==> src/rtl/move_input_conditioner_if.sv <==
// Push-button bundle between the board pins and the move input conditioner.
//   btn_x, btn_y             raw active-high buttons, asynchronous to clk
//   x_increment, y_increment one-cycle registered move pulses
// The conditioner uses the slave modport. The pin or bench side uses master.
interface move_input_conditioner_if;
  logic btn_x;
  logic btn_y;
  logic x_increment;
  logic y_increment;

  modport master (
    output btn_x,
    output btn_y,
    input  x_increment,
    input  y_increment
  );

  modport slave (
    input  btn_x,
    input  btn_y,
    output x_increment,
    output y_increment
  );
endinterface

==> src/rtl/move_input_conditioner.sv <==
// Turns the raw x/y push buttons into single-cycle increment pulses for
// sprite_position. Each channel is processed on its own, in this order:
//   1. a two-flop synchronizer,
//   2. a stability-counter debouncer,
//   3. a press FSM with optional auto-repeat.
// Ports:
//   clk  pixel/system clock; all flops switch on the rising edge
//   rst  asynchronous active-low reset
//   mv   slave modport:
//          btn_x, btn_y             raw button inputs
//          x_increment, y_increment registered pulse outputs
module move_input_conditioner #(
  parameter int unsigned DEBOUNCE_CYCLES = 500000,
  parameter int unsigned REPEAT_DELAY    = 25000000,
  parameter int unsigned REPEAT_PERIOD   = 5000000,
  parameter int unsigned REPEAT_EN       = 1,
  parameter int unsigned CNT_W           = 25
) (
  input  logic                      clk,
  input  logic                      rst,
  move_input_conditioner_if.slave   mv
);

  localparam int unsigned      N_CH   = 2;
  localparam logic [CNT_W-1:0] D_LAST = CNT_W'(DEBOUNCE_CYCLES - 1);
  localparam logic [CNT_W-1:0] R_LAST = CNT_W'(REPEAT_DELAY - 1);
  localparam logic [CNT_W-1:0] P_LAST = CNT_W'(REPEAT_PERIOD - 1);
  localparam bit               RPT_ON = (REPEAT_EN != 0);

  typedef enum logic [1:0] {
    IDLE   = 2'd0,
    HOLD   = 2'd1,
    REPEAT = 2'd2
  } state_t;

  logic [N_CH-1:0] btn_raw;
  logic [N_CH-1:0] inc;

  assign btn_raw        = {mv.btn_y, mv.btn_x};
  assign mv.x_increment = inc[0];
  assign mv.y_increment = inc[1];

  for (genvar ch = 0; ch < N_CH; ch++) begin : g_ch
    logic             sync1;
    logic             sync2;
    logic             db;
    logic [CNT_W-1:0] dcnt;
    state_t           state_q;
    state_t           state_d;
    logic [CNT_W-1:0] rcnt_q;
    logic [CNT_W-1:0] rcnt_d;
    logic             pulse_q;
    logic             pulse_d;

    // Two-flop synchronizer for the asynchronous pin.
    always_ff @(posedge clk or negedge rst) begin
      if (!rst) begin
        sync1 <= 1'b0;
        sync2 <= 1'b0;
      end else begin
        sync1 <= btn_raw[ch];
        sync2 <= sync1;
      end
    end

    // The level is accepted only after D consecutive cycles that disagree with db.
    always_ff @(posedge clk or negedge rst) begin
      if (!rst) begin
        db   <= 1'b0;
        dcnt <= '0;
      end else if (sync2 == db) begin
        dcnt <= '0;
      end else if (dcnt == D_LAST) begin
        db   <= sync2;
        dcnt <= '0;
      end else begin
        dcnt <= dcnt + CNT_W'(1);
      end
    end

    // Press FSM state, repeat timer and output pulse register.
    always_ff @(posedge clk or negedge rst) begin
      if (!rst) begin
        state_q <= IDLE;
        rcnt_q  <= '0;
        pulse_q <= 1'b0;
      end else begin
        state_q <= state_d;
        rcnt_q  <= rcnt_d;
        pulse_q <= pulse_d;
      end
    end

    // Next-state logic. A release never pulses. With repeat disabled, the timer freezes in HOLD.
    always_comb begin
      state_d = state_q;
      rcnt_d  = rcnt_q;
      pulse_d = 1'b0;
      case (state_q)
        IDLE: begin
          if (db) begin
            pulse_d = 1'b1;
            rcnt_d  = '0;
            state_d = HOLD;
          end
        end
        HOLD: begin
          if (!db) begin
            rcnt_d  = '0;
            state_d = IDLE;
          end else if (RPT_ON) begin
            if (rcnt_q == R_LAST) begin
              pulse_d = 1'b1;
              rcnt_d  = '0;
              state_d = REPEAT;
            end else begin
              rcnt_d = rcnt_q + CNT_W'(1);
            end
          end
        end
        REPEAT: begin
          if (!db) begin
            rcnt_d  = '0;
            state_d = IDLE;
          end else if (rcnt_q == P_LAST) begin
            pulse_d = 1'b1;
            rcnt_d  = '0;
          end else begin
            rcnt_d = rcnt_q + CNT_W'(1);
          end
        end
        default: begin
          rcnt_d  = '0;
          state_d = IDLE;
        end
      endcase
    end

    assign inc[ch] = pulse_q;
  end

endmodule

==> src/flat_wrapper.sv <==
// flat-port wrapper written by rule: the top's interface ports become plain ports
module move_input_conditioner_flat 
#(
  parameter int unsigned DEBOUNCE_CYCLES = 500000,
  parameter int unsigned REPEAT_DELAY    = 25000000,
  parameter int unsigned REPEAT_PERIOD   = 5000000,
  parameter int unsigned REPEAT_EN       = 1,
  parameter int unsigned CNT_W           = 25
)
  (clk, rst, mv_btn_x, mv_btn_y, mv_x_increment, mv_y_increment);
  move_input_conditioner_if mv_i ();
  input  logic clk;
  input  logic rst;
  input wire logic [$bits(mv_i.btn_x)-1:0] mv_btn_x;
  input wire logic [$bits(mv_i.btn_y)-1:0] mv_btn_y;
  output wire logic [$bits(mv_i.x_increment)-1:0] mv_x_increment;
  output wire logic [$bits(mv_i.y_increment)-1:0] mv_y_increment;
  assign mv_i.btn_x = mv_btn_x;
  assign mv_i.btn_y = mv_btn_y;
  assign mv_x_increment = mv_i.x_increment;
  assign mv_y_increment = mv_i.y_increment;
  move_input_conditioner #(.DEBOUNCE_CYCLES(DEBOUNCE_CYCLES), .REPEAT_DELAY(REPEAT_DELAY), .REPEAT_PERIOD(REPEAT_PERIOD), .REPEAT_EN(REPEAT_EN), .CNT_W(CNT_W)) u_core (.clk(clk), .rst(rst), .mv(mv_i));
endmodule
==> config.mk <==
export PLATFORM = sky130hd
export DESIGN_NAME = move_input_conditioner_flat
export DESIGN_NICKNAME = d
export VERILOG_FILES = /design/src/rtl/move_input_conditioner_if.sv /design/src/rtl/move_input_conditioner.sv /design/src/flat_wrapper.sv
export SDC_FILE = /design/constraint.sdc
export NUM_CORES = 1
export LEC_CHECK = 0
export CAP_MARGIN = 20
export CORE_UTILIZATION = 30
export CTS_CLUSTER_DIAMETER = 50
export DETAILED_ROUTE_END_ITERATION = 8
export PLACE_DENSITY = 0.54
export SLEW_MARGIN = 20
export SYNTH_ARGS = -nofsm -noshare
export SYNTH_HDL_FRONTEND = slang
export SYNTH_SLANG_ARGS = --single-unit
==> constraint.sdc <==
create_clock -name clk -period 5.15 [get_ports clk]
set_clock_uncertainty 0.2 [all_clocks]
set_input_delay 0.7725 -clock clk [delete_from_list [all_inputs] [get_ports clk]]
set_output_delay 0.7725 -clock clk [all_outputs]
set_load 0.01 [all_outputs]
* Yosys cells after proc, flatten, opt, wreduce, memory -nomap -nowiden
Index checks and enable logic that the tools add are counted.
** Storage, ports and cells
- Bits in registers :: 112
- Logic and storage cells :: 82
- Input port bits :: 4
- Output and inout port bits :: 2
** Operators by class
- Bitwise gates (word level) :: 2
- $add $sub $neg :: 4
- Equal/unequal tests :: 18
- Multiplexer cells :: 38
- Reduce and logical (&&, ||, !) cells :: 6
** Operators by type and width (count)
- $mux 25 :: 14
- $pmux 25 s3 :: 2
- $add 25x1->25 const B :: 4
- $eq 25x19->1 const B :: 2
- $eq 25x23->1 const B :: 2
- $eq 25x25->1 const B :: 2
- $mux 2 :: 8
- $pmux 2 s3 :: 2
- $mux 1 :: 10
- $ne 3x3->1 const B :: 2
- $pmux 1 s3 :: 2
- $reduce_and 3->1 :: 2
- $eq 2x1->1 const B :: 2
- $eq 2x2->1 const B :: 2
- $logic_not 2->1 :: 2
- $ne 2x1->1 const B :: 2
- $ne 2x2->1 const B :: 2
- $reduce_and 2->1 :: 2
- $eq 1x1->1 :: 2
- $not 1->1 :: 2

* Depth between registers and ports, before layout
- Depth in word-level cells :: 4
- Mapped depth :: 9
- Mapped depth without buffers :: 7

* Worst setup path after synthesis
Ideal clock, no wire load.
- Path kind :: register to register
- From :: register u_core.g_ch[0].rcnt_q[16]
- To :: register u_core.g_ch[0].rcnt_q[1]
- Setup time :: 0.121 ns
- Required time :: 4.829 ns
- Slack :: 2.784 ns
- Data arrival time :: 2.045 ns
- Buffers on the path :: 2
- Stages on the path, launching flop included :: 8
- Period minus slack after synthesis :: 2.366 ns
- Cell sequence :: dfrtp_1 -> or4_1 -> or4_1 -> o21ai_2 -> a21oi_1 -> buf_6 -> buf_6 -> a22o_1
** Between the ends
- Longest elaborated chain between the ends :: 4
- Elaborated cells between the ends (all ways) :: 7
- Those cells by class :: 2 x eq/ne; 5 x mux
** RTL lines
- start: declaration :: line move_input_conditioner.sv:50 : logic [CNT_W-1:0] rcnt_q;
- start signal: assignment :: line move_input_conditioner.sv:89 : rcnt_q <= rcnt_d;
- $eq 25x23->1 / $eq 25x25->1 (equally long branches) :: line move_input_conditioner.sv:125, move_input_conditioner.sv:112
- $mux 25, on equally long branches :: line move_input_conditioner.sv:125, move_input_conditioner.sv:112
- $mux 25, on equally long branches :: line move_input_conditioner.sv:122, move_input_conditioner.sv:108
- $pmux 25 s3 (*) :: line move_input_conditioner.sv:99 : case (state_q)
Every way passes the cells marked *; elsewhere a longest branch is shown, timed or not.
A chain may end at the register's enable or synchronous reset.

* Worst setup path after layout
- From :: register u_core.g_ch[1].rcnt_q[18]
- To :: register u_core.g_ch[1].rcnt_q[10]
** Between the ends
- Longest elaborated chain between the ends :: 4
- Elaborated cells between the ends (all ways) :: 7
- Those cells by class :: 2 x eq/ne; 5 x mux
** RTL lines (line)
- start: declaration :: move_input_conditioner.sv:50
- start signal: assignment :: move_input_conditioner.sv:89
- $eq 25x23->1 / $eq 25x25->1 (equally long branches) :: move_input_conditioner.sv:125, move_input_conditioner.sv:112
- $mux 25, on equally long branches :: move_input_conditioner.sv:125, move_input_conditioner.sv:112
- $mux 25, on equally long branches :: move_input_conditioner.sv:122, move_input_conditioner.sv:108
- $pmux 25 s3 (*) :: move_input_conditioner.sv:99
Marks and branches as above.

==> flow_metrics.tcl <==
set metrics [dict create \
    setup_violations 0 \
    highest_layer "met4" \
    dieArea_um2 20600 \
    synth-compound-area-share_pct 13.3 \
    cp-startpoint "u_core.g_ch[1].rcnt_q[18]" \
    ys_async_sr_fraction_pct 100 \
    pwr-share-comb_pct 2.1 \
    first_pass_iters 4 \
    r2r_start "u_core.g_ch[1].rcnt_q[18]" \
    synth_top_family_by_area "simple AND/OR/NAND/NOR gates" \
    p_int_mw 1.29 \
    dr_wl_met2_um 5630 \
    maxSlewHeadroom_pct 38.6 \
    drive_above_1_share_pct 6.31 \
    sw_frac_of_total_pct 22.5 \
    pwr-share-clk_pct 44.5 \
    critPathMaxStageDelay_ns 0.55 \
    cts_tree "yes" \
    hold_path.class "reg2reg" \
    crit_chain "nand4_1 -> or4_1 -> o21ai_2 -> a21oi_2 -> buf_4 -> and3_1 -> a211o_1" \
    setup_tns_ns 0 \
    die_h_um 143 \
    postSynthCellCount 650 \
    powerDensity_nw_per_um2 253 \
    synth.cell_area_um2 6000 \
    worstReg2RegEnd "u_core.g_ch[1].rcnt_q[10]" \
    cts_max_path_buffers 2 \
    worstMarginPinSlew_ns 0.912 \
    clock.fmax_ghz 0.374 \
    ys.flop_type "dfrtp_1" \
    clkTransAtPathRegs_ns 0.08 \
    final_nets 661 \
    fin_ws_ns 2.48 \
    fp.dieW_um 143 \
    ys_seq_area_share_pct 46.7 \
    rsz0062_at_grt "false" \
    synthDistinctLibCells 62 \
    ant_nets 0 \
    status "complete, no violations" \
    vias 4639 \
    post_cts_resized 0 \
    critPathLaunchType "flop" \
    port_buffers 5 \
    drcViolationCount 0 \
    fin_crit_ns 2.67 \
    ir_drop_uv 138 \
    seqPwrFrac_pct 53.4 \
    leakage_nw 2.68 \
    wl_met3_um 418 \
    dpl.hpwl_um 8190 \
    hold_viol_final 0 \
    yosys_warnings 0 \
    syn_nets 666 \
    drt-total-wl_um 12300 \
    post_cts_buffers 0 \
    utilization_pct 33.7 \
    critPathTopFamily "simple AND/OR/NAND/NOR gates" \
    r2r_slack_ns 2.48 \
    clk_latency_ns 0.35 \
    coreArea_um2 19500 \
    drt_iter0_drc 303 \
    cts_max_level 3 \
    gp_congestion 0.762 \
    track_usage_pct 13.3 \
    grt_max_degree 49 \
    grt-ovfl-total 0 \
    synth-xor-area-share_pct 6.57 \
    synthMuxAreaShare_pct 0.709 \
    initial_core_util_pct 30.7 \
    grt_pass1_wl_um 21800 \
    fp-row-count 51 \
    critPathRequiredTime_ns 5.19 \
    synth_fa_ha_area_share_pct 2.50 \
    min_from "u_core.g_ch[0].sync1" \
    min_period_over_period_pct 51.9 \
    whs_ns 0.157 \
    grt_pass1_vias 4490 \
    crit_type "reg2reg" \
    crit_slowest_cell "or4_1" \
    synth_edf_count 0 \
    cp.depth 7 \
    vias_per_cell 5.07 \
    io_pins 6 \
    antenna_cells 0 \
    wl_per_cell_um 13.5 \
    worstPathArrival_ns 2.71 \
    synth-seq-cells 112 \
    numCtsBuffers 9 \
    cts.sinks 112 \
    critical_path_peak_fanout 22 \
    cap_violations 0 \
    path_buf_inv 1 \
    finalMaxSlewViolations 0 \
    cts_root_buf "clkbuf_16" \
    end_kind "flop" \
    antenna_found_initial 0 \
    p_switching_mw 0.374 \
    synthToLayoutAreaGrowth_pct 9.65 \
    cts_hold_buf 0 \
    cp-endpoint "u_core.g_ch[1].rcnt_q[10]" \
    synthSimpleGateAreaFrac_pct 26.0 \
    post-place-ws_ns 2.52 \
    wl_met1_um 6130 \
    syn_area_per_cell_um2 9.23 \
    reg2reg_depth 7 \
]
[power groups by stage]
stage          clock [mW]  combinational, mW  sequential, mW
2_1_floorplan           0             0.0127           0.905
3_3_place_gp            0             0.0370           0.906
3_5_place_dp            0             0.0371           0.906
4_1_cts             0.771             0.0371           0.889
5_1_grt             0.801             0.0417           0.890
6_report            0.741             0.0344           0.889
[how the worst min path moves through the flow]
stage               cells after the start              endpoint  slack [ns]
finish                                  0  u_core.g_ch[0].sync2        0.16
global route                            0  u_core.g_ch[0].sync2        0.17
CTS                                     0  u_core.g_ch[0].sync2        0.16
detailed placement                      0  u_core.g_ch[1].sync2        0.14
global placement                        0  u_core.g_ch[1].sync2        0.14
floorplan                               0  u_core.g_ch[0].sync2        0.13
[synth_stat cells, types with 2 or more instances]
cell | number | area share, %
nor3_1 | 19 | 1.6
or4_1 | 5 | 0.63
nand3_1 | 38 | 3.2
nor3b_1 | 3 | 0.38
buf_2 | 2 | 0.17
clkbuf_1 | 14 | 0.88
nor4b_1 | 2 | 0.29
and4_1 | 5 | 0.73
nor2_1 | 74 | 4.6
inv_1 | 28 | 1.8
o21ai_0 | 17 | 1.4
or2_2 | 3 | 0.31
a22o_1 | 5 | 0.73
nor2b_1 | 3 | 0.31
xor2_1 | 17 | 2.5
o21ai_1 | 6 | 0.50
ha_1 | 12 | 2.5
nand2b_1 | 15 | 1.6
and4b_1 | 2 | 0.33
buf_6 | 5 | 0.94
nand2_1 | 51 | 3.2
a21oi_1 | 42 | 3.5
mux2i_1 | 2 | 0.33
dfrtp_1 | 112 | 47
and3_1 | 17 | 1.8
nand4b_1 | 2 | 0.29
nor4_1 | 15 | 1.6
o21ai_2 | 4 | 0.58
nand4_1 | 20 | 2.1
or3_1 | 8 | 0.83
buf_1 | 2 | 0.13
o311ai_1 | 3 | 0.44
a31oi_1 | 30 | 3.1
xnor2_1 | 28 | 4.1
a41oi_1 | 3 | 0.44
mux2_2 | 2 | 0.38
a21o_1 | 9 | 1.1
[layer usage]
layer  track usage [%]  vias up
met5                 0        -
met4              3.75        0
met3              3.40       11
met2              20.8       56
met1              18.0     2262
li1                  -     2310
[cell usage in the layout, fill, tap and decap left out, types with 5 or more instances in the layout]
| master | count |
|---|---|
| or4_1 | 5 |
| o21ai_1 | 6 |
| xnor2_1 | 28 |
| or3_1 | 8 |
| nand4_1 | 20 |
| nor4_1 | 15 |
| a22o_1 | 5 |
| clkbuf_16 | 9 |
| a21o_1 | 9 |
| xor2_1 | 17 |
| inv_1 | 28 |
| and3_1 | 17 |
| nand2b_1 | 15 |
| o21ai_0 | 17 |
| nor2_1 | 74 |
| a31oi_1 | 30 |
| nor3_1 | 19 |
| nand3_1 | 38 |
| dfrtp_1 | 112 |
| buf_4 | 5 |
| ha_1 | 12 |
| nand2_1 | 51 |
| a21oi_1 | 41 |
| and4_1 | 5 |
[registers in the layout, indices dropped and copies added (netlist names)]
name	count
u_core.g_ch.dcnt	50
u_core.mv.x_increment	1
u_core.g_ch.db	2
u_core.g_ch.sync2	2
u_core.g_ch.rcnt_q	50
u_core.g_ch.sync1	2
u_core.g_ch.state_q	4
u_core.mv.y_increment	1
[final cells by class]
cell class | instances | area [um^2]
fillers | 2048 | 12900
clock buffers | 10 | 239
multi-input cells | 485 | 2950
repair buffers | 9 | 77.6
flip-flops and latches | 112 | 2800
clock inverters | 6 | 75.1
inverters | 28 | 105
well taps | 265 | 332
[worst reg2reg max path, stage by stage, from the launching register on]
cell and delay (ns):
dfrtp_1 0.43, nand4_1 0.15, or4_1 0.55, o21ai_2 0.29
a21oi_2 0.22, buf_4 0.27, and3_1 0.19, a211o_1 0.26
[cell families (layout without fill, tap and decap cells)]
logic type | Yosys count | in the layout
compound gates | 129 | 129
fa+ha+maj | 12 | 12
simple gates | 295 | 295
buf+inv | 53 | 53
mux | 4 | 4
flops | 112 | 112
xor+xnor | 45 | 45
[metrics by stage]
stage / cells / instance area, um^2 / power (mW)
5_1_grt: 915 / 6580 / 1.73
2_1_floorplan: 650 / 6000 / 0.918
6_report: 915 / 6580 / 1.66
4_1_cts: 915 / 6580 / 1.70
3_5_place_dp: 899 / 6270 / 0.943
3_3_place_gp: 899 / 6270 / 0.943
No activity file was read; power rests on OpenSTA's default activity.
